<file path="src/rtl/hs_buf_pkg.sv">
// Shared state type, output-mode constants and sizing helpers for the
// handshake elastic buffer.
package hs_buf_pkg;

    typedef enum logic [1:0] {
        EMPTY = 2'd0,
        PART  = 2'd1,
        FULL  = 2'd2
    } buf_state_e;

    localparam int MODE_REG  = 0;
    localparam int MODE_FWFT = 1;

    function automatic int ptr_width(input int depth);
        return (depth > 1) ? $clog2(depth) : 1;
    endfunction

    function automatic int count_width(input int depth);
        return $clog2(depth + 1);
    endfunction

endpackage

</file>
<file path="src/rtl/hs_buf_ram.sv">
// DEPTH x DATA_WD register array: one synchronous write port and an
// asynchronous read port, so the head entry is visible without a read cycle.
module hs_buf_ram #(
    parameter int DATA_WD = 32,
    parameter int DEPTH   = 4,
    parameter int AW      = 2
) (
    input  logic               clk,
    input  logic               wr_en,
    input  logic [AW-1:0]      wr_addr,
    input  logic [DATA_WD-1:0] wr_data,
    input  logic [AW-1:0]      rd_addr,
    output logic [DATA_WD-1:0] rd_data
);

    logic [DATA_WD-1:0] mem_reg [DEPTH];

    always_ff @(posedge clk) begin
        if (wr_en) begin
            mem_reg[wr_addr] <= wr_data;
        end
    end

    assign rd_data = mem_reg[rd_addr];

endmodule

</file>
<file path="src/rtl/hs_elastic_buf.sv">
// Parametrised valid/ready elastic buffer: circular storage, occupancy
// count, almost-full flag, synchronous flush and optional fall-through.
module hs_elastic_buf
    import hs_buf_pkg::*;
#(
    parameter int DATA_WD  = 32,
    parameter int DEPTH    = 4,
    parameter int MODE     = MODE_REG,
    parameter int AFULL_TH = DEPTH - 1
) (
    input  logic                       clk,
    input  logic                       rstn,
    input  logic                       flush,
    input  logic                       valid_in,
    input  logic [DATA_WD-1:0]         data_in,
    output logic                       ready_in,
    output logic                       valid_out,
    output logic [DATA_WD-1:0]         data_out,
    input  logic                       ready_out,
    output logic [$clog2(DEPTH+1)-1:0] count,
    output logic                       afull
);

    localparam int AW = ptr_width(DEPTH);
    localparam int CW = count_width(DEPTH);
    localparam logic [CW-1:0] CNT_ONE   = CW'(1);
    localparam logic [CW-1:0] CNT_LAST  = CW'(DEPTH - 1);
    localparam logic [CW-1:0] CNT_AFULL = CW'(AFULL_TH);

    if ((DEPTH < 2) || ((DEPTH & (DEPTH - 1)) != 0)) begin : g_bad_depth
        $error("hs_elastic_buf: DEPTH must be a power of two and at least 2");
    end
    if ((AFULL_TH < 1) || (AFULL_TH > DEPTH)) begin : g_bad_afull
        $error("hs_elastic_buf: AFULL_TH must lie in 1..DEPTH");
    end
    if ((MODE != MODE_REG) && (MODE != MODE_FWFT)) begin : g_bad_mode
        $error("hs_elastic_buf: MODE must be 0 or 1");
    end

    buf_state_e         state_reg, state_next;
    logic [AW-1:0]      wr_ptr_reg, wr_ptr_next;
    logic [AW-1:0]      rd_ptr_reg, rd_ptr_next;
    logic [CW-1:0]      count_reg, count_next;
    logic               afull_reg;
    logic [DATA_WD-1:0] rd_data;
    logic               is_empty, fire_in, fire_out, bypass, push, pop;

    assign is_empty = (state_reg == EMPTY);
    // Registered state only: no combinational path from ready_out to ready_in.
    assign ready_in = (state_reg != FULL) && !flush;

    if (MODE == MODE_FWFT) begin : g_fwft
        assign valid_out = !is_empty || (valid_in && !flush);
        assign data_out  = is_empty ? data_in : rd_data;
    end else begin : g_reg
        assign valid_out = !is_empty;
        assign data_out  = rd_data;
    end

    assign fire_in  = valid_in && ready_in;
    assign fire_out = valid_out && ready_out;
    // Fall-through beat consumed in the cycle it arrives never touches storage.
    assign bypass   = (MODE == MODE_FWFT) && is_empty && fire_in && fire_out;
    assign push     = fire_in && !bypass;
    assign pop      = fire_out && !bypass && !is_empty;

    always_comb begin
        state_next  = state_reg;
        count_next  = count_reg;
        wr_ptr_next = wr_ptr_reg;
        rd_ptr_next = rd_ptr_reg;
        if (flush) begin
            state_next  = EMPTY;
            count_next  = '0;
            wr_ptr_next = '0;
            rd_ptr_next = '0;
        end else begin
            if (push) begin
                wr_ptr_next = wr_ptr_reg + AW'(1);
            end
            if (pop) begin
                rd_ptr_next = rd_ptr_reg + AW'(1);
            end
            if (push && !pop) begin
                count_next = count_reg + CNT_ONE;
            end else if (pop && !push) begin
                count_next = count_reg - CNT_ONE;
            end
            case (state_reg)
                EMPTY: begin
                    if (push && !pop) begin
                        state_next = PART;
                    end
                end
                PART: begin
                    if (push && !pop && (count_reg == CNT_LAST)) begin
                        state_next = FULL;
                    end else if (pop && !push && (count_reg == CNT_ONE)) begin
                        state_next = EMPTY;
                    end
                end
                FULL: begin
                    if (pop) begin
                        state_next = PART;
                    end
                end
                default: state_next = EMPTY;
            endcase
        end
    end

    always_ff @(posedge clk or negedge rstn) begin
        if (!rstn) begin
            state_reg  <= EMPTY;
            count_reg  <= '0;
            wr_ptr_reg <= '0;
            rd_ptr_reg <= '0;
            afull_reg  <= 1'b0;
        end else begin
            state_reg  <= state_next;
            count_reg  <= count_next;
            wr_ptr_reg <= wr_ptr_next;
            rd_ptr_reg <= rd_ptr_next;
            afull_reg  <= (count_next >= CNT_AFULL);
        end
    end

    assign count = count_reg;
    assign afull = afull_reg;

    hs_buf_ram #(
        .DATA_WD (DATA_WD),
        .DEPTH   (DEPTH),
        .AW      (AW)
    ) u_ram (
        .clk     (clk),
        .wr_en   (push),
        .wr_addr (wr_ptr_reg),
        .wr_data (data_in),
        .rd_addr (rd_ptr_reg),
        .rd_data (rd_data)
    );

endmodule

</file>
<file path="config.mk">
export PLATFORM = sky130hd
export DESIGN_NAME = hs_elastic_buf
export DESIGN_NICKNAME = d
export VERILOG_FILES = /design/src/rtl/hs_buf_pkg.sv /design/src/rtl/hs_buf_ram.sv /design/src/rtl/hs_elastic_buf.sv
export SDC_FILE = /design/constraint.sdc
export NUM_CORES = 1
export LEC_CHECK = 0
export CELL_PAD_IN_SITES_DETAIL_PLACEMENT = 1
export CELL_PAD_IN_SITES_GLOBAL_PLACEMENT = 1
export CORE_MARGIN = 3
export CORE_UTILIZATION = 51
export DETAILED_ROUTE_END_ITERATION = 10
export GPL_ROUTABILITY_DRIVEN = 0
export PLACE_DENSITY_LB_ADDON = 0.05
export SYNTH_ARGS = -nofsm -noshare
export SYNTH_HDL_FRONTEND = slang
export SYNTH_SLANG_ARGS = --single-unit
export TNS_END_PERCENT = 1
</file>
<file path="constraint.sdc">
create_clock -name clk -period 4.1 [get_ports clk]
set_input_delay 0.41 -clock clk [delete_from_list [all_inputs] [get_ports clk]]
set_output_delay 0.41 -clock clk [all_outputs]
set_load 0.005 [all_outputs]
</file>
---- After elaboration in Yosys (flattened, before gate mapping) ----
Memories as Yosys holds them, arrays and structs flattened.
Index checks and enable logic that the tools add are counted.
cells by class
  magnitude comparators ................... 1
  $add $sub $neg .......................... 4
  shift-type cells ........................ 0
  bitwise logic cells ..................... 0
  div/mod/pow operators ................... 0
  reductions and logical operators ........ 16
  equality and inequality tests ........... 8
  multiplexer cells ....................... 15
  multiply operators ...................... 0
operators by type and width
  operator                                              count
  2-to-1 mux 2 bit                                      9
  2-to-1 mux 3 bit                                      3
  logical AND 1 bit                                     8
  one-hot mux 2 bit (3 select lines)                    1
  adder 2 x 1 -> 2 bit (second input constant)          2
  logical NOT 1 bit                                     4
  != test 4 bit (second input constant)                 1
  nonzero test 2 bit                                    2
  adder 3 x 1 -> 3 bit (second input constant)          1
  == test 3 x 1 -> 1 bit (second input constant)        1
  == test 3 x 2 -> 1 bit (second input constant)        1
  >= comparator 3 x 2 -> 1 bit (second input constant)  1
  != test 3 x 2 -> 1 bit (second input constant)        1
  != test 3 bit (second input constant)                 1
  AND reduction 3 bit                                   1
  subtractor 3 x 1 -> 3 bit (second input constant)     1
  == test 2 x 1 -> 1 bit (second input constant)        1
  == test 2 bit (second input constant)                 1
  logical NOT 2 bit                                     1
  2-to-1 mux 1 bit                                      2
  != test 2 bit (second input constant)                 1
storage, ports and cells
  memory bits (read-only) ................. 0
  memory bits (writable) .................. 128
  register bits after elaboration ......... 10
  bits of input ports ..................... 37
  latch bits .............................. 0
  memories kept ........................... 1
memories
  name           depth  width  rd ports  clocked after Yosys merged registers in  wr ports  line              source
  u_ram.mem_reg  4      32     1         0                                        1         hs_buf_ram.sv:16  logic [DATA_WD-1:0] mem_reg [DEPTH];

---- Logic depth before layout (Yosys ltp) ----
Gate-level depths: netlist of run 1.
  word-level depth ........................ 10
  depth in mapped cells ................... 6
  depth with buffers taken out ............ 6

---- Hierarchy ----
From an unflattened synthesis of run 1, not the netlist that was laid out.
unflattened totals
  cells, all modules ...................... 238
  area, all modules ....................... 5317.6 sq um
by module, submodules not included
  module          sequential area each (sq um)  cells an instance  instances  area each (sq um)
  hs_buf_ram      3843.7                        171                1          4689.5
  hs_elastic_buf  250.2                         67                 1          628.1

---- Worst setup path after synthesis of run 1 ----
No wires, ideal clock.
  path type ............................... in2reg
  from .................................... input flush
  to ...................................... memory u_ram.mem_reg[0][0] (enable)
  buffers on the path ..................... 0
  data arrival time ....................... 1.501 ns
  library setup time ...................... 0.392 ns
  stages .................................. 2
  path slack .............................. 2.207 ns
  path through ............................ and2b_1 -> and3_1
on the way
  word-level cells in the longest chain between the ends .. 5
RTL lines
  what                                    line                  source
  from (decl)                             hs_elastic_buf.sv:13  input logic flush,
  logical NOT 1 bit                       hs_elastic_buf.sv:50  assign ready_in = (state_reg != FULL) && !flush;
  logical AND 1 bit                       hs_elastic_buf.sv:50
  logical AND 1 bit                       hs_elastic_buf.sv:60  assign fire_in = valid_in && ready_in;
  2-to-1 mux 1 bit                        hs_buf_ram.sv:19      if (wr_en) begin
  2-to-1 mux 1 bit (implied by the code)  hs_buf_ram.sv:20      mem_reg[wr_addr] <= wr_data;
  to (decl)                               hs_buf_ram.sv:16
No other way between the ends.

---- Final worst setup path of run 1 ----
  from .................................... register rd_ptr_reg[0]
  to ...................................... output data_out[15]
on the way
  word-level cells in the longest chain between the ends .. 1
RTL lines
  what                    line                   source
  from (decl)             hs_elastic_buf.sv:42   logic [AW-1:0] rd_ptr_reg, rd_ptr_next;
  from (signal assigned)  hs_elastic_buf.sv:123  rd_ptr_reg <= rd_ptr_next;
  memory (4 x 32 bit)     --
  to (decl)               hs_elastic_buf.sv:18   output logic [DATA_WD-1:0] data_out,
No other way between the ends.

==> summary.md, run 1 <==
| Metric | Value |
|---|---|
| Worst Clk Skew | 0.00785 ns |
| ANT nets after route | 0 |
| Most frequent cells in the layout | edfxtp_1, clkdlybuf4s50_1, mux4_2 |
| 1st-iter DRT viols | 124 |
| Grt ovf | 0 |
| Peak VDD IR | between 400 and 500 uV |
| Top cell type by total area after synthesis | edfxtp_1 |
| First-pass iteration count of the detailed router | 4 |
| Vias in the first global route | just under 3k |
| Routed wire length per instance | 21.5 um |
| Antenna violations before repair | 0 |
| Die width | between 100 and 150 um |
| Post-Syn Instances | around 240 |
| Fin. Hold Viols | 0 |
| WP data required | between 3 and 4 ns |
| Synth Net Count | between 200 and 300 |
| TNS Setup | 0 ns |
| Core footprint | approximately 0.010 mm^2 |
| Largest net degree at the start of global routing | 34 |
| Clock latency at the later pin of the worst-skew pair | roughly 0.53 ns |
| Slew Viols, Final | 0 |
| Via count | between 2k and 3k |
| RSZ-0062 raised after global routing | no |
| Remaining DRCs | 0 |
| Worst Setup End Kind | output pin |
| Total track usage | 19.4% |
| Initial core utilization | between 50% and 60% |
| Setup bufs post-CTS | 0 |
| Row count | 36 |
| CTS tree | yes |
| Fraction of final layout cells sized beyond drive strength 1 | between 20% and 30% |
| Final Cycle Share | 71.0% |
| Actual transition at the worst max-transition pin | between 0.8 and 0.9 ns |
| Dpl ws | around 1.4 ns |
| Tot Pwr | approximately 3.4 mW |
| Power per Cell Area | about 500 mW/mm^2 |
| Area occupied by multi-input gates | about 0.0012 mm^2 |
| Number of flip-flops in the largest register | between 100 and 150 |
| Port bufs | 74 |
| Endpoints failing setup | 0 |
| Clock sink count | between 100 and 150 |
| I/O pins | 75 |
| Synth top area cells | edfxtp_1, mux4_2, dfrtp_1, ha_1, o21ai_2 |
| Clk buf depth | 2 |
| H-tree levels | 4 |
| Fmax | about 340 MHz |
| Worst Path Class, Setup | reg2out |
| Synth unique cells | 36 |
| Max-slew headroom | 41.3% |
| Inserted Clock Buffers | 17 |
| Yosys top cell area share | between 70% and 80% |
| Final #Nets | roughly 370 |
| Fillcell total | 817 |
| Worst-path clk slew | about 0.06 ns |
| Minimum clock period | between 2 and 3 ns |
| Post-CTS resize count | 0 |
| Mapped cell area | ~0.0053 mm^2 |
| Outcome | completed |
| Fin worst setup slack | around 1.2 ns |
| Main synth FF type | edfxtp_1 |
| Routed WL | 10200 um |
| Area delta synth->final | 26.9% |
| Seq/Total Area, Yosys | around 77% |
| Max capacitance violation total | 0 |
| CTS root buf | clkbuf_8 |
| Post-synthesis register bit count | 138 |
| CP startpoint kind | flip-flop |
| Reg area | roughly 0.0041 mm^2 |
| First-pass GRT wire length | 16100 um |
| Inst Count DP | around 440 |
| Via density | approximately 5.5 |
| Ys Warns | 0 |
| Async S/R FF share, synth | between 7 and 8% |
| Worst-path maximum fanout | 14 |
| Static leakage | approximately 2.2 nW |
| Post-Syn Area per Cell | around 22 um^2 |
| Hold WC Path Type | in2async |
| Antenna cells | 0 |
| Post-synth EDFFs | roughly 130 |
| Non-filler cells, final | about 470 |
| Hold Buf Count CTS | 0 |
| Die Area | between 0.01 and 0.015 mm^2 |
| HPWL Detailed | 6150 um |
| Data arrival, critical path | about 2.5 ns |
| Most common cell after layout, fill and taps aside | edfxtp_1 |
| Die height | between 100 and 150 um |
## final cells by class
cell class                      count  area share, %
Tap cell                          133           2.46
Sequential cell                   138           60.6
Clock buffer                       20           6.30
Timing Repair Buffer               76           11.2
Inverter                            5          0.278
Clock inverter                     12           1.85
Multi-Input combinational cell     90           17.3
## power by group
part	total (mW)	switching, mW	internal [mW]	leakage [nW]
Sequential	1.63	0.0349	1.59	1.29
Clock	1.41	0.546	0.860	0.256
Combinational	0.329	0.135	0.194	0.653
Total	3.36	0.716	2.65	2.20
## final timing paths
| path | startpoint | endpoint | slack, ns | cells past startpoint |
|---|---|---|---|---|
| max in group asynchronous | rstn | rd_ptr_reg[1] | 3.53 | 1 |
| worst min register to register | state_reg[0] | state_reg[0] | 0.63 | 1 |
| min in group clk | data_in[26] | u_ram.mem_reg[1][26] | 0.52 | 1 |
| worst max-delay path | rd_ptr_reg[0] | data_out[15] | 1.19 | 3 |
| worst min-delay path | rstn | count[0] | 0.21 | 1 |
| worst max register to register | state_reg[0] | u_ram.mem_reg[3][27] | 2.20 | 2 |
## kinds of logic (layout without fill, tap and decap cells)
| family | Yosys count | count (layout) | synth area share [%] |
|---|---|---|---|
| flops | 138 | 138 | 76.9 |
| mux | 33 | 33 | 13.7 |
| simple gates | 28 | 28 | 3.10 |
| compound gates | 16 | 16 | 2.30 |
| buf+inv | 14 | 113 | 1.29 |
| fa+ha+maj | 8 | 8 | 1.88 |
| xor+xnor | 5 | 5 | 0.822 |
## cell usage after synthesis (3+ instances only)
cell type,count
edfxtp_1,128
buf_2,4
and3_1,4
o21ai_2,4
a211oi_1,3
buf_4,3
inv_1,5
ha_1,8
dfrtp_1,10
nand2_1,5
xnor2_1,4
nor2_1,7
mux4_2,32
## critical path: stages (launching register included)
cell and delay [ns]:
dfrtp_2 0.62, buf_4 0.34, mux4_2 0.54, clkdlybuf4s50_1 0.48
## per-layer routing
layer  track usage (%)  share of wire (%)
met1              25.2                 41
met2              31.1                 52
met3              6.99                5.6
met4              6.04                1.5
met5                 0                  0
## metrics by stage
step	instance area, um^2	util, %	hold slack (ns)
3_5_place_dp	6200	62.3	0.623
2_1_floorplan	5330	-	0.114
4_1_cts	6760	67.9	0.211
3_3_place_gp	6200	62.3	0.615
6_report	6760	67.9	0.214
5_1_grt	6760	67.9	0.208
No activity file was read; power rests on OpenSTA's default activity.
==> run 2, diff against run 1 <==
--- a/config.mk
+++ b/config.mk
@@ -8,7 +8,7 @@
 export CELL_PAD_IN_SITES_DETAIL_PLACEMENT = 1
 export CELL_PAD_IN_SITES_GLOBAL_PLACEMENT = 1
 export CORE_MARGIN = 3
-export CORE_UTILIZATION = 51
+export CORE_UTILIZATION = 42
 export DETAILED_ROUTE_END_ITERATION = 10
 export GPL_ROUTABILITY_DRIVEN = 0
 export PLACE_DENSITY_LB_ADDON = 0.05
==> constraint.sdc (replaced) <==
create_clock -name clk -period 2.38 [get_ports clk]
set_input_delay 0.238 -clock clk [delete_from_list [all_inputs] [get_ports clk]]
set_output_delay 0.238 -clock clk [all_outputs]
set_load 0.005 [all_outputs]
==> run 2 against run 1 <==
  * Sequential share of layout area is 2.4 points lower
  * Global-route usage fell by 3.6 points
  * Combinational power increased by 92%
  * Worst setup slack got worse by 1.1 ns
  * First-iteration DRC count up 51%
  * Core utilization fell by 10 points
  * Die area increased by 20%
  * Worst hold slack worse by 0.054 ns
  * Register-to-register slack worse by 1.4 ns
  * Sequential power rose by 71%
  * Total power grew 79%
  * Final cell count grew 9.9%
==> summary.md, run 2 (synthesized netlist as in run 1, its figures left out) <==
| Metric | Value |
|---|---|
| Worst-path maximum fanout | 10 |
| Fmax | 432 MHz |
| 1st-iter DRT viols | 187 |
| Port bufs | 74 |
| Antenna violations before repair | 0 |
| Worst r2r dst | u_ram.mem_reg[0][6] |
| Routed WL | 10300 um |
| Max capacitance violation total | 0 |
| Slew Viols, Final | 0 |
| Inserted Clock Buffers | 17 |
| I/O pins | 75 |
| Non-filler cells, final | roughly 520 |
| Die height | 119 um |
| Initial core utilization | ~44% |
| Fin worst setup slack | between 0.06 and 0.07 ns |
| Worst Clk Skew | roughly 0.0047 ns |
| Data arrival, critical path | about 2.1 ns |
| CP Capture Point | data_out[6] |
| Remaining DRCs | 0 |
| ANT nets after route | 0 |
| Row count | 40 |
| Hold Buf Count CTS | 0 |
| Fin. Hold Viols | 0 |
| Actual transition at the worst max-transition pin | 0.507 ns |
| Max-slew headroom | ~66% |
| WP data required | between 2 and 2.5 ns |
| Reg2reg start | state_reg[0] |
| First-pass GRT wire length | about 16000 um |
| Reg area | between 0.004 and 0.005 mm^2 |
| Area delta synth->final | 32.2% |
| Final #Nets | a little under 400 |
| Most common cell after layout, fill and taps aside | edfxtp_1 |
| Worst-path clk slew | around 0.060 ns |
| Critical path launch point | rd_ptr_reg[0] |
| Reg2reg path depth | 3 |
| Worst Setup End Kind | output pin |
| Clock latency at the later pin of the worst-skew pair | ~0.42 ns |
| Tot Pwr | 6.02 mW |
| Worst Path Class, Setup | reg2out |
| Number of flip-flops in the largest register | between 100 and 150 |
| CP startpoint kind | flip-flop |
| First-pass iteration count of the detailed router | 4 |
| Die width | roughly 120 um |
| Antenna cells | 0 |
| CTS tree | yes |
| Via count | 2655 |
| Final Cycle Share | between 90 and 100% |
| Fillcell total | approximately 1.1k |
| Via density | 5.10 |
| Largest net degree at the start of global routing | 34 |
| H-tree levels | 4 |
| Power per Cell Area | between 800 and 900 mW/mm^2 |
| Clock sink count | 138 |
| Area occupied by multi-input gates | 0.00117 mm^2 |
| CTS root buf | clkbuf_16 |
| Peak VDD IR | roughly 640 uV |
| Endpoints failing setup | 0 |
| Routed wire length per instance | a little under 20 um |
| Hold WC Path Type | in2async |
| Dpl ws | ~0.4 ns |
| Fraction of final layout cells sized beyond drive strength 1 | 26.1% |
| Static leakage | ~2.3 nW |
| Core footprint | approximately 0.012 mm^2 |
| Die Area | about 0.014 mm^2 |
| Inst Count DP | ~490 |
| Clk buf depth | 2 |
| Vias in the first global route | between 2k and 3k |
| Minimum clock period | between 2 and 2.5 ns |
| Outcome | completed |
| Most frequent cells in the layout | edfxtp_1, clkdlybuf4s50_1, mux4_2 |
| Grt ovf | 0 |
| R2R Setup Slk | a little over 0.8 ns |
| HPWL Detailed | 6080 um |
| Total track usage | between 15 and 20% |
run 2: report_power, final:
group	total (mW)	internal [mW]	switching (mW)
combinational	0.633	0.376	0.258
clock	2.60	1.64	0.965
sequential	2.79	2.75	0.0420
total	6.02	4.76	1.26
run 2: final cells by class:
class | count | area share [%]
Sequential cell | 138 | 58.2
Multi-Input combinational cell | 90 | 16.6
Timing Repair Buffer | 88 | 13.7
Clock buffer | 19 | 6.15
Tap cell | 168 | 2.99
Clock inverter | 13 | 2.15
Inverter | 5 | 0.267
run 2: worst min-delay path by stage:
stage	start	endpoint	slack, ns	depth (start not counted)
6_report	rstn	afull	0.16	1
5_1_grt	rstn	afull	0.18	1
4_1_cts	rstn	afull	0.17	1
3_5_place_dp	state_reg[0]	state_reg[0]	0.62	1
3_3_place_gp	rstn	afull	0.62	1
2_1_floorplan	rstn	afull	-0.06	0
run 2: worst max-delay path, stage by stage (launching register included):
cell and delay, ns:
dfrtp_2 0.38, buf_12 0.14, buf_12 0.15, mux4_2 0.51, clkdlybuf4s50_1 0.47
run 2: per-layer routing:
| metal | wire [um] | vias to the layer above | track usage [%] | part of all wire, % |
|---|---|---|---|---|
| li1 | - | 1197 | - | - |
| met1 | 4540 | 1378 | 20.8 | 44 |
| met2 | 5080 | 65 | 24.2 | 49 |
| met3 | 462 | 15 | 5.31 | 4.5 |
| met4 | 188 | 0 | 6.59 | 1.8 |
| met5 | 0 | - | 0 | 0 |
run 2: per-stage QoR:
| step | utilization (%) | hold slack [ns] | instance area [um^2] | setup TNS, ns |
|---|---|---|---|---|
| 6_report | 57.6 | 0.159 | 7040 | 0 |
| 5_1_grt | 57.6 | 0.183 | 7040 | -0.0632 |
| 4_1_cts | 57.5 | 0.168 | 7020 | -0.0455 |
| 3_5_place_dp | 52.3 | 0.622 | 6380 | 0 |
| 3_3_place_gp | 52.3 | 0.616 | 6380 | 0 |
| 2_1_floorplan | - | -0.0576 | 5330 | 0 |
run 2: repair_timing:
| item | CTS | global route |
|---|---|---|
| hold endpoints to repair | 0 | 0 |
| resized for setup | 4 | 1 |
| endpoints found under the setup margin | 24 | 31 |
| buffers inserted | 2 | 1 |
| cloned | 1 | 0 |
==> run 3, diff against run 2 <==
--- a/config.mk
+++ b/config.mk
@@ -11,7 +11,9 @@
 export CORE_UTILIZATION = 42
 export DETAILED_ROUTE_END_ITERATION = 10
 export GPL_ROUTABILITY_DRIVEN = 0
+export HOLD_SLACK_MARGIN = 0.12
 export PLACE_DENSITY_LB_ADDON = 0.05
+export SLEW_MARGIN = 20
 export SYNTH_ARGS = -nofsm -noshare
 export SYNTH_HDL_FRONTEND = slang
 export SYNTH_SLANG_ARGS = --single-unit
==> results of run 3 <==
The final DEF is identical to that of run 2; final timing and power are the same.
